## src/rtl/int_ack_sequencer_if.sv

```systemverilog
// int_ack_sequencer_if: interrupt-control, INTA and memory-transfer signals of the acknowledge sequencer
interface int_ack_sequencer_if;
    logic        TINT;
    logic        InstrEnd;
    logic [1:0]  IM;
    logic [7:0]  I_Reg;
    logic [15:0] PC;
    logic [15:0] SP;
    logic [7:0]  DataIn;
    logic        BusDone;
    logic [7:0]  BusRData;
    logic        Busy;
    logic        IntAck;
    logic        Reset_TINT;
    logic        ClearIFF;
    logic        BusReq;
    logic        BusWrite;
    logic [15:0] BusAddr;
    logic [7:0]  BusWData;
    logic        SP_Load;
    logic [15:0] SP_New;
    logic        PC_Load;
    logic [15:0] PC_New;

    modport master (
        input  TINT, InstrEnd, IM, I_Reg, PC, SP, DataIn, BusDone, BusRData,
        output Busy, IntAck, Reset_TINT, ClearIFF, BusReq, BusWrite, BusAddr, BusWData,
               SP_Load, SP_New, PC_Load, PC_New
    );

    modport slave (
        output TINT, InstrEnd, IM, I_Reg, PC, SP, DataIn, BusDone, BusRData,
        input  Busy, IntAck, Reset_TINT, ClearIFF, BusReq, BusWrite, BusAddr, BusWData,
               SP_Load, SP_New, PC_Load, PC_New
    );
endinterface

```

## src/rtl/int_ack_sequencer.sv

```systemverilog
// int_ack_sequencer: maskable-interrupt response - INTA, PC push, vector resolution and PC load
module int_ack_sequencer #(
    parameter logic [15:0] IM1_VECTOR = 16'h0038,
    parameter int unsigned ACK_WAITS  = 2
) (
    input logic                 Clk,
    input logic                 Reset,
    int_ack_sequencer_if.master ifc_io
);
    typedef enum logic [2:0] {IDLE, ACK, PUSH_H, PUSH_L, RD_L, RD_H, LOAD} state_t;

    state_t      state_q;
    logic [1:0]  im_q;
    logic [15:0] pc_q, sp_q;
    logic [7:0]  i_q, vec_q, cnt_q;
    logic        busy_q, int_ack_q, reset_tint_q, clear_iff_q;
    logic        bus_req_q, bus_write_q, sp_load_q, pc_load_q;
    logic [15:0] bus_addr_q, sp_new_q, pc_new_q;
    logic [7:0]  bus_wdata_q;
    logic [15:0] xfer_addr_d, vec_pc_d;
    logic [7:0]  xfer_wdata_d;

    assign ifc_io.Busy       = busy_q;
    assign ifc_io.IntAck     = int_ack_q;
    assign ifc_io.Reset_TINT = reset_tint_q;
    assign ifc_io.ClearIFF   = clear_iff_q;
    assign ifc_io.BusReq     = bus_req_q;
    assign ifc_io.BusWrite   = bus_write_q;
    assign ifc_io.BusAddr    = bus_addr_q;
    assign ifc_io.BusWData   = bus_wdata_q;
    assign ifc_io.SP_Load    = sp_load_q;
    assign ifc_io.SP_New     = sp_new_q;
    assign ifc_io.PC_Load    = pc_load_q;
    assign ifc_io.PC_New     = pc_new_q;

    // Transfer the current state issues once the bus is idle, and the non-table PC target
    always_comb begin
        xfer_addr_d  = state_q == PUSH_H ? sp_q - 16'd1 :
                       state_q == PUSH_L ? sp_q - 16'd2 : {i_q, vec_q[7:1], state_q == RD_H};
        xfer_wdata_d = state_q == PUSH_H ? pc_q[15:8] : state_q == PUSH_L ? pc_q[7:0] : 8'h00;
        vec_pc_d     = im_q == 2'd0 ? {10'b0, vec_q[5:3], 3'b0} : IM1_VECTOR;
    end

    // Sequencer FSM; transfer states raise BusReq on their first cycle so each transfer follows an idle bus cycle
    always_ff @(posedge Clk) begin
        if (Reset) begin
            state_q      <= IDLE;
            im_q         <= 2'd0;
            pc_q         <= 16'h0000;
            sp_q         <= 16'h0000;
            i_q          <= 8'h00;
            vec_q        <= 8'h00;
            cnt_q        <= 8'h00;
            busy_q       <= 1'b0;
            int_ack_q    <= 1'b0;
            reset_tint_q <= 1'b0;
            clear_iff_q  <= 1'b0;
            bus_req_q    <= 1'b0;
            bus_write_q  <= 1'b0;
            bus_addr_q   <= 16'h0000;
            bus_wdata_q  <= 8'h00;
            sp_load_q    <= 1'b0;
            sp_new_q     <= 16'h0000;
            pc_load_q    <= 1'b0;
            pc_new_q     <= 16'h0000;
        end else begin
            reset_tint_q <= 1'b0;
            clear_iff_q  <= 1'b0;
            sp_load_q    <= 1'b0;
            pc_load_q    <= 1'b0;
            case (state_q)
                IDLE: if (ifc_io.TINT && ifc_io.InstrEnd) begin
                    state_q      <= ACK;
                    im_q         <= ifc_io.IM;
                    pc_q         <= ifc_io.PC;
                    sp_q         <= ifc_io.SP;
                    i_q          <= ifc_io.I_Reg;
                    cnt_q        <= 8'h00;
                    busy_q       <= 1'b1;
                    int_ack_q    <= 1'b1;
                    reset_tint_q <= 1'b1;
                    clear_iff_q  <= 1'b1;
                end
                ACK: if (cnt_q == 8'(ACK_WAITS)) begin
                    vec_q     <= ifc_io.DataIn;
                    int_ack_q <= 1'b0;
                    state_q   <= PUSH_H;
                end else begin
                    cnt_q <= cnt_q + 8'd1;
                end
                LOAD: begin
                    state_q <= IDLE;
                    busy_q  <= 1'b0;
                end
                default: if (!bus_req_q) begin
                    bus_req_q   <= 1'b1;
                    bus_write_q <= state_q inside {PUSH_H, PUSH_L};
                    bus_addr_q  <= xfer_addr_d;
                    bus_wdata_q <= xfer_wdata_d;
                end else if (ifc_io.BusDone) begin
                    bus_req_q   <= 1'b0;
                    bus_write_q <= 1'b0;
                    bus_addr_q  <= 16'h0000;
                    bus_wdata_q <= 8'h00;
                    case (state_q)
                        PUSH_H: state_q <= PUSH_L;
                        PUSH_L: begin
                            sp_load_q <= 1'b1;
                            sp_new_q  <= sp_q - 16'd2;
                            state_q   <= im_q == 2'd2 ? RD_L : LOAD;
                            pc_load_q <= im_q != 2'd2;
                            pc_new_q  <= im_q == 2'd2 ? pc_new_q : vec_pc_d;
                        end
                        RD_L: begin
                            pc_new_q[7:0] <= ifc_io.BusRData;
                            state_q       <= RD_H;
                        end
                        RD_H: begin
                            pc_new_q[15:8] <= ifc_io.BusRData;
                            pc_load_q      <= 1'b1;
                            state_q        <= LOAD;
                        end
                        default: ;
                    endcase
                end
            endcase
        end
    end
endmodule
```

## src/flat_wrapper.sv

```systemverilog
// flat-port wrapper written by rule: the top's interface ports become plain ports
module int_ack_sequencer_flat 
#(
    parameter logic [15:0] IM1_VECTOR = 16'h0038,
    parameter int unsigned ACK_WAITS  = 2
)
  (Clk, Reset, ifc_io_TINT, ifc_io_InstrEnd, ifc_io_IM, ifc_io_I_Reg, ifc_io_PC, ifc_io_SP, ifc_io_DataIn, ifc_io_BusDone, ifc_io_BusRData, ifc_io_Busy, ifc_io_IntAck, ifc_io_Reset_TINT, ifc_io_ClearIFF, ifc_io_BusReq, ifc_io_BusWrite, ifc_io_BusAddr, ifc_io_BusWData, ifc_io_SP_Load, ifc_io_SP_New, ifc_io_PC_Load, ifc_io_PC_New);
  int_ack_sequencer_if ifc_io_i ();
  input logic Clk;
  input logic Reset;
  input wire logic [$bits(ifc_io_i.TINT)-1:0] ifc_io_TINT;
  input wire logic [$bits(ifc_io_i.InstrEnd)-1:0] ifc_io_InstrEnd;
  input wire logic [$bits(ifc_io_i.IM)-1:0] ifc_io_IM;
  input wire logic [$bits(ifc_io_i.I_Reg)-1:0] ifc_io_I_Reg;
  input wire logic [$bits(ifc_io_i.PC)-1:0] ifc_io_PC;
  input wire logic [$bits(ifc_io_i.SP)-1:0] ifc_io_SP;
  input wire logic [$bits(ifc_io_i.DataIn)-1:0] ifc_io_DataIn;
  input wire logic [$bits(ifc_io_i.BusDone)-1:0] ifc_io_BusDone;
  input wire logic [$bits(ifc_io_i.BusRData)-1:0] ifc_io_BusRData;
  output wire logic [$bits(ifc_io_i.Busy)-1:0] ifc_io_Busy;
  output wire logic [$bits(ifc_io_i.IntAck)-1:0] ifc_io_IntAck;
  output wire logic [$bits(ifc_io_i.Reset_TINT)-1:0] ifc_io_Reset_TINT;
  output wire logic [$bits(ifc_io_i.ClearIFF)-1:0] ifc_io_ClearIFF;
  output wire logic [$bits(ifc_io_i.BusReq)-1:0] ifc_io_BusReq;
  output wire logic [$bits(ifc_io_i.BusWrite)-1:0] ifc_io_BusWrite;
  output wire logic [$bits(ifc_io_i.BusAddr)-1:0] ifc_io_BusAddr;
  output wire logic [$bits(ifc_io_i.BusWData)-1:0] ifc_io_BusWData;
  output wire logic [$bits(ifc_io_i.SP_Load)-1:0] ifc_io_SP_Load;
  output wire logic [$bits(ifc_io_i.SP_New)-1:0] ifc_io_SP_New;
  output wire logic [$bits(ifc_io_i.PC_Load)-1:0] ifc_io_PC_Load;
  output wire logic [$bits(ifc_io_i.PC_New)-1:0] ifc_io_PC_New;
  assign ifc_io_i.TINT = ifc_io_TINT;
  assign ifc_io_i.InstrEnd = ifc_io_InstrEnd;
  assign ifc_io_i.IM = ifc_io_IM;
  assign ifc_io_i.I_Reg = ifc_io_I_Reg;
  assign ifc_io_i.PC = ifc_io_PC;
  assign ifc_io_i.SP = ifc_io_SP;
  assign ifc_io_i.DataIn = ifc_io_DataIn;
  assign ifc_io_i.BusDone = ifc_io_BusDone;
  assign ifc_io_i.BusRData = ifc_io_BusRData;
  assign ifc_io_Busy = ifc_io_i.Busy;
  assign ifc_io_IntAck = ifc_io_i.IntAck;
  assign ifc_io_Reset_TINT = ifc_io_i.Reset_TINT;
  assign ifc_io_ClearIFF = ifc_io_i.ClearIFF;
  assign ifc_io_BusReq = ifc_io_i.BusReq;
  assign ifc_io_BusWrite = ifc_io_i.BusWrite;
  assign ifc_io_BusAddr = ifc_io_i.BusAddr;
  assign ifc_io_BusWData = ifc_io_i.BusWData;
  assign ifc_io_SP_Load = ifc_io_i.SP_Load;
  assign ifc_io_SP_New = ifc_io_i.SP_New;
  assign ifc_io_PC_Load = ifc_io_i.PC_Load;
  assign ifc_io_PC_New = ifc_io_i.PC_New;
  int_ack_sequencer #(.IM1_VECTOR(IM1_VECTOR), .ACK_WAITS(ACK_WAITS)) u_core (.Clk(Clk), .Reset(Reset), .ifc_io(ifc_io_i));
endmodule
```

## config.mk

```make
export PLATFORM = sky130hd
export DESIGN_NAME = int_ack_sequencer_flat
export DESIGN_NICKNAME = d
export VERILOG_FILES = /design/src/rtl/int_ack_sequencer_if.sv /design/src/rtl/int_ack_sequencer.sv /design/src/flat_wrapper.sv
export SDC_FILE = /design/constraint.sdc
export NUM_CORES = 1
export LEC_CHECK = 0
export CORE_ASPECT_RATIO = 1.5
export CORE_UTILIZATION = 45
export CTS_CLUSTER_SIZE = 30
export DETAILED_ROUTE_END_ITERATION = 16
export DONT_BUFFER_PORTS = 1
export PLACE_DENSITY = 0.67
export REMOVE_ABC_BUFFERS = 1
export SLEW_MARGIN = 15
export SYNTH_ARGS = -nofsm -noshare
export SYNTH_HDL_FRONTEND = slang
export SYNTH_SLANG_ARGS = --single-unit
```

## constraint.sdc

```tcl
create_clock -name Clk -period 2.9 [get_ports Clk]
set_clock_uncertainty 0.15 [all_clocks]
set_input_delay 0.435 -clock Clk [delete_from_list [all_inputs] [get_ports Clk]]
set_output_delay 0.435 -clock Clk [all_outputs]
set_load 0.02 [all_outputs]
```

After elaboration in Yosys (flattened, before gate mapping)

Cells that the tools add are included.

Output and inout port bits: 64
Flip-flop bits (word level): 124
Bits of input ports: 63
Logic and storage cells: 97

Reductions and logical operators: 24
Bitwise gates (word level): 4
Add/sub/neg operators: 3
Multiplexer cells: 33
Equal/unequal tests: 14

Operators by type and width:

| operator                                                             | count |
|---|---|
| 16-bit 2-to-1 mux                                                    | 5 |
| 8-bit 2-to-1 mux                                                     | 6 |
| 8-bit one-hot mux with 2 select lines                                | 3 |
| 16-bit by 1-bit subtractor with 16-bit output, second input constant | 1 |
| 16-bit by 2-bit subtractor with 16-bit output, second input constant | 1 |
| 5-bit AND reduction                                                  | 3 |
| 3-bit 2-to-1 mux                                                     | 4 |
| 3-bit one-hot mux with 4 select lines                                | 1 |
| 2-bit nonzero test                                                   | 5 |
| 3-bit == test, second input constant                                 | 3 |
| 3-bit one-hot mux with 3 select lines                                | 1 |
| 8-bit by 1-bit adder with 8-bit output, second input constant        | 1 |
| 8-bit by 2-bit == test with 1-bit output, second input constant      | 1 |
| 1-bit 2-to-1 mux                                                     | 8 |
| 2-bit != test, second input constant                                 | 4 |
| 2-bit AND reduction                                                  | 4 |
| 4-bit nonzero test                                                   | 2 |
| 7-bit nonzero test                                                   | 1 |
| 3-bit by 2-bit == test with 1-bit output, second input constant      | 2 |
| 6-bit 2-to-1 mux                                                     | 1 |
| 1-bit one-hot mux with 2 select lines                                | 3 |
| 3-bit AND reduction                                                  | 2 |
| 6-bit OR reduction                                                   | 1 |
| 2-bit by 1-bit != test with 1-bit output, second input constant      | 2 |
| other kinds (10)                                                     | 13 |

Logic depth before layout (Yosys ltp)

Depth in word-level cells: 6
Mapped depth: 8
Mapped depth without buffers: 7

Worst setup path before layout

No wires, ideal clock.

Kind: reg-to-reg
Start point: register u_core.cnt_q[0]
End point: register u_core.state_q[0]
Period minus slack after synthesis: 2.178 ns
Slack: 0.722 ns
Stages on the path, launching flop included: 8
Data arrival time: 1.907 ns
Cells stage by stage: dfxtp_1 -> inv_1 -> ha_1 -> or4b_4 -> o41ai_4 -> o211ai_1 -> a21oi_1 -> mux2_2

Longest elaborated chain between the ends: 3

RTL lines:

| item                                               | line                     | RTL |
|---|---|---|
| from (decl)                                        | int_ack_sequencer.sv:15  | `logic [7:0] i_q, vec_q, cnt_q;` |
| from (signal assigned)                             | int_ack_sequencer.sv:89  | `cnt_q <= cnt_q + 8'd1;` |
| 8-bit by 2-bit == test with 1-bit output           | int_ack_sequencer.sv:84  | `ACK: if (cnt_q == 8'(ACK_WAITS)) begin` |
| 2-bit by 1-bit != test with 1-bit output (no line) | n/a                      |  |
| 5-bit AND reduction (no line)                      | n/a                      |  |
| to (signal assigned)                               | int_ack_sequencer.sv:110 | `state_q <= im_q == 2'd2 ? RD_L : LOAD;` |
| to (decl)                                          | int_ack_sequencer.sv:12  | `state_t state_q;` |

Every way passes these cells.
A chain may end at the register's enable or synchronous reset.

Worst setup path in the final report

Start point: register u_core.state_q[2]
End point: register u_core.bus_wdata_q[0] (netlist: u_core.ifc_io.BusWData[0])

Longest elaborated chain between the ends: 4
Elaborated cells between the ends (all ways): 11

RTL lines:

| item                                                                   | line                    | RTL |
|---|---|---|
| 3-bit by 2-bit == test with 1-bit output, or another cell as far along | int_ack_sequencer.sv:40 | `xfer_wdata_d = state_q == PUSH_H ? pc_q[15:8] : state_q == PUSH_L ? pc_q[7:0] : 8'h00;` |
| 8-bit 2-to-1 mux or 3-bit OR reduction (tied branches)                 | n/a                     |  |
| 8-bit 2-to-1 mux or 1-bit inverter (tied branches)                     | n/a                     |  |
| 8-bit 2-to-1 mux or 2-bit AND reduction (tied branches)                | n/a                     |  |
| to (signal assigned)                                                   | int_ack_sequencer.sv:99 | `bus_wdata_q <= xfer_wdata_d;` |
| to (decl)                                                              | int_ack_sequencer.sv:19 | `logic [7:0] bus_wdata_q;` |

Several ways; a longest one is shown, not always the timed one.

==> flow_metrics.env <==
export IMPL_root_buffer="clkbuf_16"
export IMPL_synth_cell_area_mm2=0.00558
export IMPL_dp_cells=800
export IMPL_layout_drive_gt1_share_pct=10.9
export IMPL_dp_slack_ns=0.554
export IMPL_maxSlewHeadroom_pct=45.3
export IMPL_drt_wl_total_um=14800
export IMPL_synthArstFlopShare_pct=0
export IMPL_final_hold_viol_count=0
export IMPL_vias=4886
export IMPL_area_growth_pct=18.0
export IMPL_avgSynthCellArea_um2=8.23
export IMPL_yosys_cell_types_count=63
export IMPL_synthSimpleGateAreaFrac_pct=23.5
export IMPL_power_density_mw_per_mm2=796
export IMPL_row_count=49
export IMPL_p_leak_nw=2.41
export IMPL_finalCriticalPeriod_ns=2.47
export IMPL_cp_num_cells=5
export IMPL_clock_path_buffers=2
export IMPL_yosys_warnings=0
export IMPL_cp_slowest_cell="dfxtp_1"
export IMPL_final_antenna_net_count=0
export IMPL_layout_nets=760
export IMPL_gp_congestion=0.832
export IMPL_synthMuxAreaShare_pct=3.79
export IMPL_synth_main_ff_cell="dfxtp_1"
export IMPL_htree_levels=4
export IMPL_cp_data_required_time_ns=3.10
export IMPL_reg2reg_depth=5
export IMPL_synth_compound_area_share_pct=18.4
export IMPL_cts_resized=0
export IMPL_grt_max_degree=105
export IMPL_finalNonFillerCells=858
export IMPL_cts_made_buffers=17
export IMPL_first_pass_iters=5
export IMPL_setup_slack_ns=0.435
export IMPL_fillers=1155
export IMPL_start_util_pct=46.4
export IMPL_synth_edf_count=0
export IMPL_cp_cell_sequence="o211ai_1 -> buf_4 -> nor2_1 -> a22oi_1 -> nor2_1"
export IMPL_drc_errors=0
export IMPL_pin_count=127
export IMPL_syn_inst=678
export IMPL_critPathLaunchType="register"
export IMPL_port_buffers=0
export IMPL_finalPower_w=0.00524
export IMPL_worst_slew_pin_transition_ns=0.818
export IMPL_cp_slowest_stage_delay_ns=0.84
export IMPL_path_delay_family="flip-flops"
export IMPL_grt_pass1_wl_um=23900
export IMPL_vdd_ir_drop_max_mv=0.494
export IMPL_grt_pass1_vias=4753
export IMPL_synthAdderAreaFrac_pct=1.12
export IMPL_crit_top_cell="nor2_1"
export IMPL_routedWlPerCell_um=17.2
export IMPL_viasPerCell=5.69
export IMPL_slew_violations=0
export IMPL_insertion_delay_ns=0.42
export IMPL_cp_end_kind="register"
export IMPL_cts_sinks=123
export IMPL_synth_top_family_by_area="simple AND/OR/NAND/NOR gates"
export IMPL_setup_viol=0
export IMPL_rsz0062_at_grt="no"
export IMPL_die_area_mm2=0.0129
export IMPL_track_usage_pct=23.7
export IMPL_die_x_um=92.9
export IMPL_fmax_ghz=0.406
export IMPL_dr_first_iter_drc_count=329
export IMPL_cts_tree="yes"
export IMPL_path_buf_inv=1
export IMPL_status="complete, no violations"
export IMPL_clkTransAtPathRegs_ns=0.06
export IMPL_core_mm2=0.0120
export IMPL_synthXorXnorAreaFrac_pct=3.93
export IMPL_dp_hpwl_um=10100
export IMPL_whs_path_depth=2
export IMPL_die_height_um=138
export IMPL_yosysSeqAreaShare_pct=44.1
export IMPL_crit_type="reg -> reg"
export IMPL_hold_path_class="in -> reg"
export IMPL_cp_max_fo=24
export IMPL_antennaDiodeCount=0
export IMPL_antenna_found_initial=0
export IMPL_min_period_over_period_pct=85.0
export IMPL_crit_arrival_ns=2.66
export IMPL_synth_seq_cells=123
export IMPL_gr_total_overflow=0
export IMPL_max_cap_violations=0
## worst register-to-register path: stages, from the launching register on
cell      delay [ns]
dfxtp_1         0.84
o211ai_1        0.25
buf_4           0.21
nor2_1          0.64
a22oi_1         0.17
nor2_1          0.14
## area by class of cell
type                            count  area, µm²  area share, %
Multi-Input combinational cell    490       2830           43.0
Sequential cell                   123       2460           37.4
Clock buffer                       19        443           6.73
Timing Repair Buffer               48        443           6.73
Tap cell                          153        191           2.91
Clock inverter                     13        166           2.53
Inverter                           12       45.0          0.684
## report_power, final
| group | leakage, nW | switching (W) | internal, W |
|---|---|---|---|
| Clock | 0.290 | 0.000788 | 0.00138 |
| Combinational | 1.13 | 0.000656 | 0.000463 |
| Sequential | 0.996 | 0.000155 | 0.00180 |
## synthesized netlist by cell type (6+ instances only)
cell type | number | share of area [%]
o21ai_0 | 16 | 1.4
a22o_1 | 9 | 1.4
nand2_1 | 126 | 8.5
nand3_1 | 17 | 1.5
xnor2_1 | 14 | 2.2
nand2b_1 | 7 | 0.79
nor2_1 | 68 | 4.6
nor3_1 | 17 | 1.5
xor2_1 | 11 | 1.7
nor2b_1 | 6 | 0.67
inv_1 | 11 | 0.74
a21oi_1 | 83 | 7.4
a211oi_1 | 18 | 2.4
dfxtp_1 | 123 | 44
clkbuf_1 | 32 | 2.2
mux2_2 | 9 | 1.8
mux2i_1 | 11 | 2.0
nor4_1 | 7 | 0.79
buf_2 | 11 | 0.99
nand4_1 | 9 | 1.0
a22oi_1 | 8 | 1.1
## path summary, 6_finish.rpt
check / startpoint / to / slack, ns
setup / recovery: u_core.state_q[2]$_SDFFE_PP0P_ / u_core.ifc_io.BusWData[0]$_SDFFE_PP0P_ / 0.43
hold / removal: ifc_io_PC[4] / u_core.pc_q[4]$_SDFFE_PP0P_ / 0.01
setup reg to reg: u_core.state_q[2]$_SDFFE_PP0P_ / u_core.ifc_io.BusWData[0]$_SDFFE_PP0P_ / 0.43
hold reg to reg: u_core.pc_q[5]$_SDFFE_PP0P_ / u_core.pc_q[5]$_SDFFE_PP0P_ / 0.30
## logic make-up (layout without fill, tap and decap cells)
kind of cell / Yosys count / count (layout)
adders and majority gates: 5 / 5
and+or+nand+nor: 279 / 279
muxes: 20 / 20
buffers and inverters: 65 / 92
DFF: 123 / 123
xor gates and xnor gates: 25 / 25
AOI/OAI and AO/OA: 161 / 161
## repair_timing
item | CTS | global route
setup buffers | 0 | 0
endpoints found under the hold margin | 104 | 0
hold buffers | 26 | 0
## registers in the layout, summed over array words and instances (netlist names), 2 cells and up
name                    cells
u_core.ifc_io.BusAddr      16
u_core.cnt_q                8
u_core.state_q              3
u_core.sp_q                16
u_core.ifc_io.BusWData      8
u_core.i_q                  8
u_core.ifc_io.SP_New       16
u_core.ifc_io.PC_New       16
u_core.im_q                 2
u_core.vec_q                7
u_core.pc_q                16
## cells in the final DEF, fill, tap and decap left out, types with 3 or more instances in the layout
master and n:
a211oi_1 18, a21oi_1 83, a22o_1 9, a22oi_1 8
buf_4 22, bufinv_16 3, clkbuf_16 17, clkinv_4 3
clkinvlp_4 3, dfxtp_1 123, dlygate4sd3_1 25, ha_1 5
inv_1 11, mux2_2 9, mux2i_1 11, nand2_1 126
nand2b_1 7, nand3_1 17, nand3b_1 3, nand4_1 9
nor2_1 68, nor2b_1 6, nor3_1 17, nor4_1 6
o211ai_1 4, o21ai_0 16, xnor2_1 14, xor2_1 11
## layer usage
metal  vias up  global-route usage (%)  share of wire (%)
met4         0                    10.7                2.1
met2       145                    40.1                 52
li1       2397                       -                  -
met3        25                    7.21                6.8
met5         -                       0                  0
met1      2319                    27.0                 39
## per-stage QoR
stage	TNS [ns]	util, %	hold WS [ns]	area [µm²]
2_1_floorplan	-72.55	-	0.277	5330
3_3_place_gp	0	47.4	0.283	5700
3_5_place_dp	0	47.4	0.291	5700
4_1_cts	0	54.8	0.000601	6580
5_1_grt	0	54.8	0.00286	6580
6_report	0	54.8	0.0104	6580
(Power assumes the default switching activity.)
